## src/rtl/serial_fa_sequencer.sv

```systemverilog
// Bit-serial adder sequencer: feeds an external combinational full adder one
// operand bit pair per clock (LSB first) and collects the sum into a result register.
module serial_fa_sequencer #(
  parameter int WIDTH = 8
) (
  input  logic             CK,
  input  logic             RST,
  input  logic             start,
  input  logic [WIDTH-1:0] a,
  input  logic [WIDTH-1:0] b,
  input  logic             cin,
  output logic             busy,
  output logic             done,
  output logic [WIDTH-1:0] sum,
  output logic             cout,
  output logic             ovf,
  output logic             fa_a,
  output logic             fa_b,
  output logic             fa_cin,
  input  logic             fa_sum,
  input  logic             fa_cout,
  output logic [1:0]       dbg_state
);

  // Handshake: start is sampled only in IDLE. An accepted start captures a/b/cin,
  // and busy then stays high through SHIFT and DONE. done is a single-cycle pulse
  // in DONE. sum/cout/ovf are valid from that pulse until the next completion.
  typedef enum logic [1:0] {
    IDLE  = 2'd0,
    SHIFT = 2'd1,
    DONE  = 2'd2
  } state_t;

  localparam int CW = (WIDTH > 1) ? $clog2(WIDTH) : 1;
  localparam logic [CW-1:0] LAST = CW'(WIDTH - 1);

  state_t           state;
  logic [WIDTH-1:0] a_sr;
  logic [WIDTH-1:0] b_sr;
  logic             carry;
  logic [CW-1:0]    cnt;
  logic [WIDTH-1:0] s_next;

  assign dbg_state = state;
  assign fa_a      = (state == SHIFT) & a_sr[0];
  assign fa_b      = (state == SHIFT) & b_sr[0];
  assign fa_cin    = (state == SHIFT) & carry;

  // Earlier sum bits are kept in WIDTH-1 flops; the current fa_sum completes the word.
  generate
    if (WIDTH == 1) begin : g_one
      assign s_next = fa_sum;
    end else begin : g_multi
      logic [WIDTH-2:0] s_sr;
      assign s_next = {fa_sum, s_sr};
      always_ff @(posedge CK or posedge RST) begin
        if (RST) begin
          s_sr <= '0;
        end else if (state == SHIFT) begin
          s_sr <= s_next[WIDTH-1:1];
        end
      end
    end
  endgenerate

  always_ff @(posedge CK or posedge RST) begin
    if (RST) begin
      state <= IDLE;
      busy  <= 1'b0;
      done  <= 1'b0;
      sum   <= '0;
      cout  <= 1'b0;
      ovf   <= 1'b0;
      a_sr  <= '0;
      b_sr  <= '0;
      carry <= 1'b0;
      cnt   <= '0;
    end else begin
      case (state)
        IDLE: begin
          done <= 1'b0;
          if (start) begin
            a_sr  <= a;
            b_sr  <= b;
            carry <= cin;
            cnt   <= '0;
            busy  <= 1'b1;
            state <= SHIFT;
          end
        end
        SHIFT: begin
          a_sr  <= a_sr >> 1;
          b_sr  <= b_sr >> 1;
          carry <= fa_cout;
          if (cnt == LAST) begin
            // carry holds the carry into the MSB during the last bit
            sum   <= s_next;
            cout  <= fa_cout;
            ovf   <= carry ^ fa_cout;
            cnt   <= '0;
            done  <= 1'b1;
            state <= DONE;
          end else begin
            cnt <= cnt + 1'b1;
          end
        end
        DONE: begin
          done  <= 1'b0;
          busy  <= 1'b0;
          state <= IDLE;
        end
        default: begin
          done  <= 1'b0;
          busy  <= 1'b0;
          state <= IDLE;
        end
      endcase
    end
  end

endmodule

```

## config.mk

```make
export PLATFORM = sky130hd
export DESIGN_NAME = serial_fa_sequencer
export DESIGN_NICKNAME = d
export VERILOG_FILES = /design/src/rtl/serial_fa_sequencer.sv
export SDC_FILE = /design/constraint.sdc
export NUM_CORES = 1
export LEC_CHECK = 0
export BUFFER_PORTS_ARGS = -buffer_cell sky130_fd_sc_hd__buf_2
export CAP_MARGIN = 20
export CORE_ASPECT_RATIO = 0.9
export CORE_MARGIN = 2
export CORE_UTILIZATION = 50
export DETAILED_ROUTE_END_ITERATION = 16
export GPL_TIMING_DRIVEN = 0
export PLACE_DENSITY = 0.74
export SYNTH_ARGS = -nofsm -noshare
export SYNTH_HDL_FRONTEND = slang
export SYNTH_SLANG_ARGS = --single-unit
```

## constraint.sdc

```tcl
create_clock -name CK -period 1.65 [get_ports CK]
set_input_delay 0.165 -clock CK [delete_from_list [all_inputs] [get_ports CK]]
set_output_delay 0.165 -clock CK [all_outputs]
set_load 0.02 [all_outputs]
```

==> impl_metrics.yaml, run 1 <==
clock_network:
  cts_hold_buf: 0
  root_buffer: "clkbuf_8"
  clk_latency_ps: 290
  cts_inserted_buffers: 5
  clk_path_buf_depth: 2
  cts_tree: "yes"
  htreeDepth: 2
  numClockSinks: 41
  clkTransAtPathRegs_ps: 80
synth:
  synthTopCellsByArea: "dfrtp_1 (56%), o22ai_1 (10%), mux2_4 (8.2%), a21oi_1 (4.7%), mux2_2 (3.7%)"
  ys_warn_count: 0
  synthCells: 149
  synth_top_area_cell: "dfrtp_1"
  syn-num-nets: 173
  yosys_register_bits: 41
  synth_top_cell_area_share: 0.5632
  synth_cell_types: 24
  synth_sequential_area_ratio: 0.5632
  synth_area_sq_um: 1822
  synth_area_per_cell_sq_um: 12.23
global_route:
  grt_pass1_vias: 1380
  grt_pass1_wl_microns: 6389
  globalRouteOverflowTotal: 0
  grt_max_degree: 42
  antenna_found_initial: 0
  track_usage: 0.2114
floorplanning:
  die-area_sq_um: 4143
  rows: 20
  core_region_area_sq_um: 3428
  start_util: 0.5314
  die_h_microns: 61.27
  die_x_microns: 67.63
  ios: 39
cells_and_area:
  synthToLayoutAreaGrowth_pct: 17.99
  mostFrequentLayoutCells: "buf_2 (42), dfrtp_1 (41), o22ai_1 (30)"
  drive_above_1_share: 0.3969
  nets: 217
  final_core_util: 0.6270
  diodes: 0
  fin_area_sq_um: 2150
  final_common_cell: "buf_2"
  fillers: 275
detailed_routing:
  wl_per_cell_microns: 16.19
  num_vias: 1383
  drt-total-wl_microns: 3854
  ant_nets: 0
  drt_iter0_drc: 86
  first_pass_iters: 5
  drc: 0
  via_per_inst: 5.811
worst_setup_path:
  critPathCaptureType: "flip-flop"
  worstSetupPathType: "flip-flop to flip-flop"
  cp.arrival_ps: 1710
  required_ps: 1820
  r2r_slack_ps: 110
  start_kind: "flip-flop"
  worst-path-max-fanout: 10
  reg2reg_to: "sum[5]"
  timing.rr.start: "cnt[0]"
  r2r_cells: 5
outcome:
  status: "finished clean"
placed_design:
  dpl_cell_area_sq_um: 2067
  hpwl_microns: 2690
  place_congestion: 0.7684
  portBuffers: 38
pwr:
  finalPower_w: 0.004368
  intPower_w: 0.002708
  p_sw_frac: 0.3800
  leakagePower_nw: 1.034
  peakVddDrop_mv: 0.8948
  comb_power_share: 0.439
  clock_power_share: 0.142
  p_switching_w: 0.001660
  p_per_area_nw_per_um2: 2032
  p_seq_frac: 0.420
timing:
  hold_violations: 0
  slew_viol_final: 0
  worst_slew_pin_slew_ps: 835.4
  fin_crit_ps: 1536
  finalSetupViolations: 0
  finalCritPeriodShare: 0.9311
  grt_setup_unrepaired: "no"
  fmax_mhz: 650.9
  skew_ps: 5.943
  fin_tns_setup_ps: 0
  slew_headroom: 0.4423
worst_hold_path:
  hold_class: "primary input to async pin"
flow_run:
  drv_cap: 0
-- area by class of cell --
| type | instances | area, sq um | area share |
|---|---|---|---|
| clock buffer | 6 | 72.57 | 0.03376 |
| inverter | 5 | 21.27 | 0.009895 |
| tap | 44 | 55.05 | 0.02561 |
| multi-input combinational | 92 | 690.7 | 0.3213 |
| clock inverter | 2 | 10.01 | 0.004657 |
| buffer | 10 | 83.83 | 0.03900 |
| timing repair buffer | 38 | 190.2 | 0.08847 |
| sequential | 41 | 1026 | 0.4773 |
-- kinds of logic after synthesis --
group | count (synthesis) | share of synthesized area
XOR/XNOR | 1 | 0.004809
multiplexers | 16 | 0.1195
buffers and inverters | 16 | 0.05906
flip-flops | 41 | 0.5632
AO/OA/AOI/OAI | 56 | 0.1799
adder cells (fa/ha/maj) | 2 | 0.01373
AND/OR/NAND/NOR | 17 | 0.05975
-- how the worst max path moves through the flow --
stage / endpoint / depth (start not counted) / from / slack (ps)
4_1_cts: fa_cin / 4 / dbg_state[1] / 50
3_3_place_gp: b_sr[4] / 2 / RST / 70
6_report: sum[5] / 5 / cnt[0] / 110
3_5_place_dp: sum[1] / 5 / cnt[0] / 70
5_1_grt: sum[5] / 5 / cnt[0] / 70
2_1_floorplan: cout / 5 / cnt[0] / 190
-- worst max-delay path, stage by stage, from the launching register on --
cell and delay, ps:
dfrtp_1 420, ha_1 220, ha_2 210, nand3b_4 100
buf_6 170, mux2_4 310
-- synthesized netlist by cell type --
library cell	number
dfrtp_1	41
o21ai_0	6
buf_6	5
nand2b_4	1
buf_4	1
a21oi_1	17
and3_1	3
nor2b_1	1
buf_2	5
nand3b_4	1
a21o_1	1
nand2b_1	1
nand2_1	4
a22o_1	2
inv_1	3
xnor2_1	1
mux2_4	10
clkinv_1	2
ha_1	2
nor3_1	1
nand2b_2	1
o22ai_1	30
nor2_1	4
mux2_2	6
-- metrics by stage --
step | hold WS (ps) | setup WS, ps | cells
3_5_place_dp | 384.5 | 70.68 | 231
2_1_floorplan | 301.0 | 191.8 | 149
5_1_grt | 110.1 | 66.73 | 238
4_1_cts | 74.52 | 45.31 | 238
3_3_place_gp | 415.7 | 74.90 | 231
6_report | 41.66 | 113.7 | 238
-- per-layer routing --
layer  routed length (microns)  track usage
met5                         0            0
met4                        51       0.1137
met3                       269      0.04388
met2                      1859       0.3277
met1                      1673       0.2825
-- flip-flops by register name, indices dropped and copies added (netlist names) --
name / flops
carry: 1
cout: 1
busy: 1
a_sr: 8
dbg_state: 2
g_multi.s_sr: 7
cnt: 3
b_sr: 8
ovf: 1
done: 1
sum: 8
-- power by group through the flow --
stage	logic (W)	clock network, W	registers (W)
3_5_place_dp	0.00191	0	0.00184
5_1_grt	0.00208	0.000687	0.00189
4_1_cts	0.00192	0.000631	0.00182
6_report	0.00192	0.000618	0.00183
2_1_floorplan	0.00125	0	0.00196
3_3_place_gp	0.00184	0	0.00180
-- repair_timing --
item,4_1_cts,5_1_grt
gates resized for setup,1,2
gates cloned,0,0
setup endpoints to repair,3,4
pin swaps,0,0
buffers inserted,0,0
No activity file was read; power rests on OpenSTA's default activity.
==> run 2, diff against run 1 <==
--- a/config.mk
+++ b/config.mk
@@ -5,14 +5,13 @@
 export SDC_FILE = /design/constraint.sdc
 export NUM_CORES = 1
 export LEC_CHECK = 0
-export BUFFER_PORTS_ARGS = -buffer_cell sky130_fd_sc_hd__buf_2
 export CAP_MARGIN = 20
 export CORE_ASPECT_RATIO = 0.9
 export CORE_MARGIN = 2
 export CORE_UTILIZATION = 50
 export DETAILED_ROUTE_END_ITERATION = 16
+export DONT_BUFFER_PORTS = 1
 export GPL_TIMING_DRIVEN = 0
-export PLACE_DENSITY = 0.74
 export SYNTH_ARGS = -nofsm -noshare
 export SYNTH_HDL_FRONTEND = slang
 export SYNTH_SLANG_ARGS = --single-unit
==> run 2 against run 1 <==
Compared with the run above: die area did not move; cell area fell by 6.7%; power fell by 0.82%; sequential share of layout area rose by 3.5 points; clock power rose by 34%.
==> impl_metrics.yaml, run 2 (synthesized netlist as in run 1, its figures left out) <==
outcome:
  status: "finished clean"
worst_setup_path:
  worst-path-max-fanout: 10
  r2r_slack_ps: 70
  timing.rr.start: "cnt[0]"
  path_cells: "ha_1 > ha_1 > nand3b_4 > buf_6 > mux2_4"
  worst-path-buf-inv: 1
  worstSetupPathType: "flip-flop to flip-flop"
  critPathLaunch: "cnt[0]"
  r2r_cells: 5
  cp_slowest_cell: "dfrtp_1"
  reg2reg_to: "cout"
  slowest_delay_ps: 410
  crit_cells: 5
  crit_end: "cout"
  cp.arrival_ps: 1750
  critPathCaptureType: "flip-flop"
  start_kind: "flip-flop"
  critPathMostFrequentCell: "ha_1"
  required_ps: 1830
  crit_family: "adder cells"
placed_design:
  portBuffers: 0
  hpwl_microns: 2414
  place_congestion: 0.8057
  dpl_cell_area_sq_um: 1877
cells_and_area:
  reg_top3: "a_sr x8, b_sr x8, sum x8"
  diodes: 0
  final_core_util: 0.5850
  drive_above_1_share: 0.2675
  final_common_cell: "dfrtp_1"
  mostFrequentLayoutCells: "dfrtp_1 (40), o22ai_1 (30), a21oi_1 (17)"
  synthToLayoutAreaGrowth_pct: 10.10
  nets: 180
  fin_area_sq_um: 2006
flow_run:
  drv_cap: 0
clock_network:
  root_buffer: "clkbuf_8"
  clk_latency_ps: 290
  cts_inserted_buffers: 5
  postCtsSetupBuffers: 0
  htreeDepth: 2
  numClockSinks: 41
  clk_path_buf_depth: 2
  clkTransAtPathRegs_ps: 80
  cts_tree: "yes"
global_route:
  antenna_found_initial: 0
  track_usage: 0.1912
  globalRouteOverflowTotal: 0
  grt_pass1_vias: 1224
  grt_max_degree: 42
  grt_pass1_wl_microns: 5782
pwr:
  comb_power_share: 0.336
  p_per_area_nw_per_um2: 2160
  intPower_w: 0.002761
  p_sw_frac: 0.3626
  clock_power_share: 0.191
  p_switching_w: 0.001571
  finalPower_w: 0.004332
  p_seq_frac: 0.473
  leakagePower_nw: 0.9003
  peakVddDrop_mv: 1.233
timing:
  finalCritPeriodShare: 0.9563
  grt_setup_unrepaired: "no"
  slew_viol_final: 0
  hold_violations: 0
  fin_crit_ps: 1578
  skew_ps: 8.488
  slew_headroom: 0.4420
  hold_ws_ps: 8.960
  worst_slew_pin_slew_ps: 835.7
  finalSetupViolations: 0
  fin_tns_setup_ps: 0
  fmax_mhz: 633.8
floorplanning:
  core_region_area_sq_um: 3428
  rows: 20
  die-area_sq_um: 4143
  start_util: 0.5314
  ios: 39
  die_x_microns: 67.63
  die_h_microns: 61.27
detailed_routing:
  num_vias: 1201
  wl_per_cell_microns: 17.54
  via_per_inst: 5.975
  drt-total-wl_microns: 3525
  ant_nets: 0
  drt_iter0_drc: 110
  first_pass_iters: 4
  drc: 0
worst_hold_path:
  hold_class: "primary input to flip-flop"
==> run 2: changes by cell type in the layout (fill, tap and decap cells not counted) <==
cell           previous run  this run
dfrtp_2                   0         1
clkbuf_8                  5         6
ha_1                      1         2
bufinv_16                 0         1
dfrtp_1                  41        40
buf_2                    42         4
ha_2                      1         0
dlygate4sd3_1             0         1
clkinv_2                  2         0
and3_2                    0         3
and3_1                    3         0
==> run 2: worst register-to-register path: cells and delay by family (launching register included) <==
| kind | cells | cell delay [ps] |
|---|---|---|
| AND/OR/NAND/NOR | 1 | 120 |
| flip-flops | 1 | 410 |
| multiplexers | 1 | 310 |
| buffers and inverters | 1 | 170 |
| adder cells (fa/ha/maj) | 2 | 460 |
==> run 2: layer usage <==
metal	global-route usage	up-vias	wire length, microns
li1	-	570	-
met1	0.2796	587	1663
met2	0.2689	39	1573
met3	0.05850	5	252
met4	0.06997	0	36
met5	0	-	0
==> run 2: power by group through the flow <==
stage / clock [W] / combinational, W / sequential (W)
finish: 0.000829 / 0.00146 / 0.00205
global route: 0.000890 / 0.00161 / 0.00212
CTS: 0.000834 / 0.00147 / 0.00205
detailed placement: 0 / 0.00146 / 0.00207
global placement: 0 / 0.00141 / 0.00204
floorplan: 0 / 0.00125 / 0.00196
==> run 2: what timing repair did <==
action                     in CTS  in global routing
hold buffers                    1                  0
pin swaps                       0                  0
hold endpoints to repair       41                  0
setup endpoints to repair       3                  3
resized for setup               5                  1
==> run 2: how the worst min path moves through the flow <==
stage	from	end	slack, ps	depth (start not counted)
2_1_floorplan	a[7]	a_sr[7]	300	2
5_1_grt	fa_cout	cout	10	1
6_report	a[7]	a_sr[7]	9	2
4_1_cts	a[7]	a_sr[7]	1	2
3_5_place_dp	RST	sum[6]	260	1
3_3_place_gp	a[7]	a_sr[7]	310	2
==> run 2: final cells by class <==
| class | instances | area [sq um] |
|---|---|---|
| fill | 291 | 1423 |
| sequential | 41 | 1027 |
| multi-input combinational | 92 | 691.9 |
| clock buffer | 7 | 86.33 |
| buffer | 10 | 83.83 |
| tap | 44 | 55.05 |
| clock inverter | 1 | 30.03 |
| inverter | 5 | 21.27 |
| timing repair buffer | 1 | 10.01 |
==> run 2: stage by stage <==
step / worst slack (ps) / instances
final: 72.16 / 201
after global routing: 22.70 / 201
after CTS: 26.08 / 201
after detailed placement: 57.83 / 193
after global placement: 60.51 / 193
after floorplan: 191.8 / 149
==> run 3, diff against run 2 <==
--- a/config.mk
+++ b/config.mk
@@ -12,6 +12,7 @@
 export DETAILED_ROUTE_END_ITERATION = 16
 export DONT_BUFFER_PORTS = 1
 export GPL_TIMING_DRIVEN = 0
+export PLACE_DENSITY = 0.76
 export SYNTH_ARGS = -nofsm -noshare
 export SYNTH_HDL_FRONTEND = slang
 export SYNTH_SLANG_ARGS = --single-unit
==> run 3 against run 2 <==
Compared with the run above: flip-flop and latch count is the same; non-clock buffer count unchanged; critical path depth did not move; die area unchanged; register-to-register slack about the same; core utilization rose by 0.11 points; sequential power hardly changed; clock power rose by 2%; sequential share of layout area shrank 0.096 points; first-iteration DRC count down 52%.
==> impl_metrics.yaml, run 3 (synthesized netlist as in run 1, its figures left out) <==
worst_setup_path:
  cp.arrival_ps: 1750
  critPathLaunch: "cnt[0]"
  critPathCaptureType: "flip-flop"
  worstSetupPathType: "flip-flop to flip-flop"
  crit_end: "sum[2]"
  r2r_slack_ps: 80
  required_ps: 1830
  worst-path-max-fanout: 10
  reg2reg_to: "sum[2]"
  timing.rr.start: "cnt[0]"
  r2r_cells: 5
  start_kind: "flip-flop"
timing:
  finalSetupViolations: 0
  skew_ps: 6.330
  grt_setup_unrepaired: "no"
  fin_tns_setup_ps: 0
  fin_crit_ps: 1565
  worst_slew_pin_slew_ps: 842.3
  slew_viol_final: 0
  fmax_mhz: 638.9
  layout_setup_ws_ps: 84.77
  finalCritPeriodShare: 0.9486
  slew_headroom: 0.4376
  hold_ws_ps: 18.66
  hold_violations: 0
worst_hold_path:
  min_path_cells: 1
  hold_class: "primary input to flip-flop"
clock_network:
  numClockSinks: 41
  cts_inserted_buffers: 5
  clk_latency_ps: 290
  clkTransAtPathRegs_ps: 80
  cts_tree: "yes"
  clk_path_buf_depth: 2
  root_buffer: "clkbuf_8"
  htreeDepth: 2
cells_and_area:
  final_common_cell: "dfrtp_1"
  diodes: 0
  mostFrequentLayoutCells: "dfrtp_1 (40), o22ai_1 (30), a21oi_1 (17)"
  nets: 180
  synthToLayoutAreaGrowth_pct: 10.30
  fin_area_sq_um: 2009
  drive_above_1_share: 0.2739
  fin_cells: 201
  reg_top3: "a_sr x8, b_sr x8, sum x8"
global_route:
  grt_pass1_vias: 1261
  grt_max_degree: 42
  track_usage: 0.2009
  grt_pass1_wl_microns: 6016
  globalRouteOverflowTotal: 0
  antenna_found_initial: 0
detailed_routing:
  wl_per_cell_microns: 18.48
  via_per_inst: 6.144
  ant_nets: 0
  first_pass_iters: 4
  drt-total-wl_microns: 3714
  drc: 0
  num_vias: 1235
  drt_iter0_drc: 53
floorplanning:
  die-area_sq_um: 4143
  rows: 20
  die_h_microns: 61.27
  start_util: 0.5314
  ios: 39
  core_region_area_sq_um: 3428
  die_x_microns: 67.63
placed_design:
  place_congestion: 0.7442
  hpwl_microns: 2579
  pre_cts_slack_ps: 73.59
  portBuffers: 0
  dpl_cell_area_sq_um: 1877
  place_inst: 193
outcome:
  status: "finished clean"
flow_run:
  drv_cap: 0
pwr:
  leakagePower_nw: 0.8992
  p_per_area_nw_per_um2: 2186
  peakVddDrop_mv: 0.9780
==> run 3: critical path: stages, from the launching register on <==
cell,delay (ps)
dfrtp_1,400
ha_1,210
ha_1,240
nand3b_4,120
buf_6,180
mux2_4,310
==> run 3: area by class of cell <==
type / instances / area (sq um)
repair buffers: 1 / 10.01
fillers: 278 / 1419
clock buffers: 6 / 82.58
well taps: 44 / 55.05
multi-input cells: 92 / 691.9
inverters: 5 / 21.27
clock inverters: 2 / 37.54
plain buffers: 10 / 83.83
flip-flops and latches: 41 / 1027
==> run 3: how the worst min path moves through the flow <==
stage,from,end
after floorplan,a[7],a_sr[7]
after global placement,fa_cout,cout
final,fa_cout,cout
after CTS,fa_cout,cout
after global routing,fa_cout,cout
after detailed placement,RST,sum[0]
==> run 3: stage by stage <==
stage	power [W]	utilization
final	0.004392	0.5861
after global routing	0.004657	0.5861
after CTS	0.004403	0.5858
after detailed placement	0.003551	0.5474
after global placement	0.003432	0.5474
after floorplan	0.003208	-
==> run 3: layer usage <==
| layer | vias to the layer above | global-route usage | part of all wire |
|---|---|---|---|
| met4 | 0 | 0.07289 | 0.014 |
| met2 | 44 | 0.3347 | 0.49 |
| met1 | 619 | 0.2539 | 0.43 |
| met3 | 8 | 0.05484 | 0.067 |
| li1 | 564 | - | - |
| met5 | - | 0 | 0 |
==> run 3: repair_timing <==
item / 4_1_cts / 5_1_grt
hold buffers: 1 / 0
setup buffers: 0 / 0
setup endpoints to repair: 3 / 3
hold endpoints to repair: 41 / 0
gates resized for setup: 5 / 1
==> run 3: power by group <==
part,leakage (nW),internal (W),total (W),switching (W)
sequential,0.479,0.00149,0.00207,0.000578
clock,0.0574,0.000492,0.000842,0.000351
combinational,0.363,0.000783,0.00148,0.000700
total,0.899,0.00276,0.00439,0.00163
